==> src/rtl/wb_arbiter.sv <==
// Writeback arbiter: five producers, each with a one-entry holding slot, share the single
// ROB result port through a round-robin scheduler and a registered ready/valid output stage.
module wb_arbiter #(
  parameter int N_REQ  = 5,
  parameter int TAG_W  = 4,
  parameter int DATA_W = 32,
  parameter int ADDR_W = 32
) (
  input  logic                    clk,
  input  logic                    rst,
  input  logic [N_REQ-1:0]        req_valid,
  output logic [N_REQ-1:0]        req_ready,
  input  logic [N_REQ*TAG_W-1:0]  req_tag,
  input  logic [N_REQ*DATA_W-1:0] req_data,
  input  logic [N_REQ*ADDR_W-1:0] req_addr,
  input  logic                    flush,
  output logic                    wb_valid,
  input  logic                    wb_ready,
  output logic [2:0]              wb_src,
  output logic [TAG_W-1:0]        wb_tag,
  output logic [DATA_W-1:0]       wb_data,
  output logic [ADDR_W-1:0]       wb_addr
);

  localparam int PTR_W = (N_REQ > 1) ? $clog2(N_REQ) : 1;

  logic [N_REQ-1:0]  r_full;
  logic [TAG_W-1:0]  r_tag  [N_REQ];
  logic [DATA_W-1:0] r_data [N_REQ];
  logic [ADDR_W-1:0] r_addr [N_REQ];
  logic [PTR_W-1:0]  r_ptr;

  logic              r_wb_valid;
  logic [2:0]        r_wb_src;
  logic [TAG_W-1:0]  r_wb_tag;
  logic [DATA_W-1:0] r_wb_data;
  logic [ADDR_W-1:0] r_wb_addr;

  logic              w_free;
  logic              w_arb;
  logic [N_REQ-1:0]  w_grant;
  logic              w_any;
  logic [PTR_W-1:0]  w_idx;
  logic [PTR_W-1:0]  w_ptr_nxt;
  logic [N_REQ-1:0]  w_cap;

  assign w_free = !r_wb_valid || wb_ready;
  assign w_arb  = w_free && !flush;

  // Rotating priority search starting at r_ptr; first full slot wins.
  always_comb begin
    int j;
    j       = 0;
    w_grant = '0;
    w_any   = 1'b0;
    w_idx   = '0;
    for (int k = 0; k < N_REQ; k++) begin
      j = int'(r_ptr) + k;
      if (j >= N_REQ) j = j - N_REQ;
      if (w_arb && !w_any && r_full[j]) begin
        w_any      = 1'b1;
        w_idx      = PTR_W'(j);
        w_grant[j] = 1'b1;
      end
    end
  end

  assign w_ptr_nxt = (w_idx == PTR_W'(N_REQ - 1)) ? '0 : w_idx + PTR_W'(1);

  // A slot being granted this cycle frees up, so it may be refilled on the same edge.
  assign req_ready = {N_REQ{!flush}} & (~r_full | w_grant);
  assign w_cap     = req_valid & req_ready;

  always_ff @(posedge clk or negedge rst) begin
    if (!rst) begin
      r_full <= '0;
      r_ptr  <= '0;
    end else if (flush) begin
      r_full <= '0;
    end else begin
      r_full <= (r_full & ~w_grant) | w_cap;
      if (w_any) r_ptr <= w_ptr_nxt;
    end
  end

  always_ff @(posedge clk) begin
    for (int i = 0; i < N_REQ; i++) begin
      if (w_cap[i]) begin
        r_tag[i]  <= req_tag[i*TAG_W +: TAG_W];
        r_data[i] <= req_data[i*DATA_W +: DATA_W];
        r_addr[i] <= req_addr[i*ADDR_W +: ADDR_W];
      end
    end
  end

  // Output stage: loads on a grant, empties when free with nothing to send.
  always_ff @(posedge clk or negedge rst) begin
    if (!rst) begin
      r_wb_valid <= 1'b0;
      r_wb_src   <= '0;
      r_wb_tag   <= '0;
      r_wb_data  <= '0;
      r_wb_addr  <= '0;
    end else if (flush) begin
      r_wb_valid <= 1'b0;
    end else if (w_free) begin
      r_wb_valid <= w_any;
      if (w_any) begin
        r_wb_src  <= 3'(w_idx);
        r_wb_tag  <= r_tag[w_idx];
        r_wb_data <= r_data[w_idx];
        r_wb_addr <= r_addr[w_idx];
      end
    end
  end

  assign wb_valid = r_wb_valid;
  assign wb_src   = r_wb_src;
  assign wb_tag   = r_wb_tag;
  assign wb_data  = r_wb_data;
  assign wb_addr  = r_wb_addr;

endmodule

==> config.mk <==
export PLATFORM = sky130hd
export DESIGN_NAME = wb_arbiter
export DESIGN_NICKNAME = d
export VERILOG_FILES = /design/src/rtl/wb_arbiter.sv
export SDC_FILE = /design/constraint.sdc
export NUM_CORES = 1
export LEC_CHECK = 0
export ABC_AREA = 1
export ABC_CLOCK_PERIOD_IN_PS = 8510
export BUFFER_PORTS_ARGS = -buffer_cell sky130_fd_sc_hd__buf_2
export CELL_PAD_IN_SITES_DETAIL_PLACEMENT = 0
export CELL_PAD_IN_SITES_GLOBAL_PLACEMENT = 1
export CORE_ASPECT_RATIO = 2
export CORE_MARGIN = 2
export CORE_UTILIZATION = 42
export DETAILED_ROUTE_END_ITERATION = 6
export PLACE_DENSITY = 0.77
export SYNTH_ARGS = -nofsm -noshare
export SYNTH_HDL_FRONTEND = slang
export SYNTH_SLANG_ARGS = --single-unit
==> constraint.sdc <==
create_clock -name clk -period 8.51 [get_ports clk]
set_input_delay 0.851 -clock clk [delete_from_list [all_inputs] [get_ports clk]]
set_output_delay 0.851 -clock clk [all_outputs]
set_load 0.05 [all_outputs]
==> flow_metrics.env <==
export IMPL_outcome="finished, final reports clean"
export IMPL_hold_viol=0
export IMPL_crit_path_end_kind="flop"
export IMPL_ctsRootBufferMaster="clkbuf_16"
export IMPL_cpPeakStageDelay_ps=760
export IMPL_synth_top_family_by_area="simple AND/OR/NAND/NOR gates"
export IMPL_wirelength_um=59300
export IMPL_cp_arrival_ps=6020
export IMPL_cts_path_max_buffers=3
export IMPL_fp_row_count=110
export IMPL_grt_overflow=0
export IMPL_grt_pass1_wl_um=89200
export IMPL_setup_tns_ps=0
export IMPL_drive_gt1_share_pct=23.7
export IMPL_ys_seq_area_share_pct=63.9
export IMPL_cts_repair_resize_count=0
export IMPL_synth_area_mux_share_pct=0
export IMPL_highest_layer="met5"
export IMPL_cts_htree_levels=2
export IMPL_drt_iter0_markers=884
export IMPL_met2_length_um=32600
export IMPL_routabilityCongestion=0.940
export IMPL_layout_nets=2694
export IMPL_cts_hold_buf=0
export IMPL_start_kind="flop"
export IMPL_die_w_um=155
export IMPL_cts_setup_buffers=0
export IMPL_fin_skew_ps=17.7
export IMPL_fin_crit_sh_pct=66.0
export IMPL_maxCapViolations=0
export IMPL_post_place_cells=2847
export IMPL_grt_total_usage_pct=25.1
export IMPL_fmax_ghz=0.178
export IMPL_synth_top_cell_area_share_pct=53.4
export IMPL_final_area_mm2=0.0230
export IMPL_dieHeight_um=306
export IMPL_dieArea_mm2=0.0474
export IMPL_met1_length_um=19900
export IMPL_portBuffers=425
export IMPL_synth_fa_ha_area_share_pct=1.09
export IMPL_num_vias=14694
export IMPL_final_common_cell="nand2_1"
export IMPL_crit_buf_inv=5
export IMPL_syn_nets=2301
export IMPL_synth_simple_area_share_pct=21.0
export IMPL_path_cells="inv_2 > ha_1 > inv_2 > nand2_1 > nand3_2 > nand3_2 > a21oi_4 > nand2_1 > inv_2 > nor2_2 > nand3_4 > nand3_2 > nor2_4 > nand3_4 > nand2_4 > buf_4 > inv_1 > ha_1 > nand2_1 > o21ai_0"
export IMPL_coreArea_mm2=0.0450
export IMPL_ios=426
export IMPL_crit_family="simple AND/OR/NAND/NOR gates"
export IMPL_yosys_top_cells_area="edfxtp_1, dfrtp_1, nand3_1, nand2_1, inv_1"
export IMPL_dp_hpwl_um=41200
export IMPL_slew_headroom_pct=30.1
export IMPL_fillCellCount=4222
export IMPL_yosysTopAreaCell="edfxtp_1"
export IMPL_clkTransAtPathRegs_ps=60
export IMPL_synth_cells=1936
export IMPL_synth_seq_cells=420
export IMPL_postPlaceCellArea_mm2=0.0216
export IMPL_grt_max_degree=79
export IMPL_synth_avg_cell_area_um2=9.88
export IMPL_yosysWarnings=0
export IMPL_multi_input_area_mm2=0.00495
export IMPL_crit_fanout=62
export IMPL_dp_slack_ps=2920
export IMPL_cts_buffers_inserted=40
export IMPL_grt_pass1_vias=15127
export IMPL_layout_cells_non_filler=2932
export IMPL_dr_wl_met3_um=3560
export IMPL_tightest_slew_ps=1050
export IMPL_viasPerCell=5.01
export IMPL_clkSinkCount=420
export IMPL_layout_common_cells="nand2_1, buf_2, inv_1"
export IMPL_synth_compound_area_share_pct=3.15
export IMPL_netlist_area_mm2=0.0191
export IMPL_fin_ws_ps=2900
export IMPL_cp_required_ps=8920
export IMPL_layout_area_overhead_vs_synth_pct=20.1
export IMPL_grt_antenna_before_repair=21
export IMPL_finalCriticalPeriod_ps=5610
export IMPL_seq_area_mm2=0.0122
export IMPL_crit_slowest_cell="dfrtp_1"
export IMPL_dr_pass1_iters=7
export IMPL_crit_type="reg -> reg"
export IMPL_setup_violations=0
export IMPL_cts_tree="done"
export IMPL_initial_core_util_pct=42.5
export IMPL_clkLatencyLatePin_ps=550
export IMPL_wl_per_cell_um=20.2
export IMPL_rsz0062_at_grt="false"
export IMPL_drc=0
export IMPL_synthDistinctLibCells=43
export IMPL_hold_path_class="in -> async"
export IMPL_slew_violations=0
export IMPL_ant_nets=0
export IMPL_synth_xor_area_share_pct=0.262
-- worst register-to-register path: cells and delay by family, from the launching register on --
kind / cells / cell delay (ps)
fa+ha+maj: 2 / 780
simple gates: 11 / 2340
buf+inv: 5 / 1230
flops: 1 / 760
compound gates: 2 / 350
-- through the flow --
stage	hold WS, ps	util, %
global placement	460	48.0
floorplan	555	-
global route	303	51.0
finish	273	51.0
detailed placement	460	48.0
CTS	276	51.0
-- final timing paths --
kind                                    startpoint  cells past startpoint  slack, ps                 endpoint
max in group asynchronous                      rst                      2       7070   wb_addr[5]$_DFFE_PN0P_
min reg2reg                wb_data[23]$_DFFE_PN0P_                      2        480  wb_data[23]$_DFFE_PN0P_
max                           r_ptr[0]$_DFFE_PN0P_                     20       2900     r_ptr[1]$_DFFE_PN0P_
min in group clk                      req_addr[91]                      1        470  r_addr[2][27]$_DFFE_PP_
min                                            rst                      1        270  wb_data[24]$_DFFE_PN0P_
max reg2reg                   r_ptr[0]$_DFFE_PN0P_                     20       2900     r_ptr[1]$_DFFE_PN0P_
-- synth_stat cells (all sizes together) --
cell     count
nand2      460
inv        397
nand3      381
edfxtp     340
a21oi       81
buf         81
dfrtp       80
nor2        39
o21ai       17
ha          15
nand4       10
clkbuf       9
xor2         4
a31oi        3
nor3         3
o211ai       3
nand3b       2
o22ai        2
a22oi        1
and2         1
and3         1
fa           1
nor4         1
o2111ai      1
o311ai       1
o31ai        1
or2          1
-- registers in the layout, summed over array words and instances (netlist names) --
name,count
wb_data,32
r_ptr,3
r_full,5
wb_tag,4
r_data,160
r_addr,160
wb_addr,32
wb_valid,1
r_tag,20
wb_src,3
-- layout make-up --
| type | instances | area share, % |
|---|---|---|
| Antenna cell | 11 | 0.120 |
| Clock buffer | 58 | 4.92 |
| Clock inverter | 16 | 0.888 |
| Inverter | 397 | 6.52 |
| Multi-Input combinational cell | 1029 | 21.6 |
| Sequential cell | 420 | 53.2 |
| Tap cell | 560 | 3.05 |
| Timing Repair Buffer | 441 | 9.79 |
-- routing by layer --
layer  global-route usage [%]  up-vias
li1                         -     7049
met4                     12.9       20
met5                        0        -
met2                     47.2      559
met1                     26.4     6893
met3                     4.34      173
-- cell families after synthesis --
kind of cell | after synthesis
XOR/XNOR | 4
AO/OA/AOI/OAI | 110
adder cells (fa/ha/maj) | 16
buffers and inverters | 487
AND/OR/NAND/NOR | 899
flip-flops | 420
Power is not shown: default switching activity piles up to over one toggle a cycle in this logic, so the estimate is an artifact.
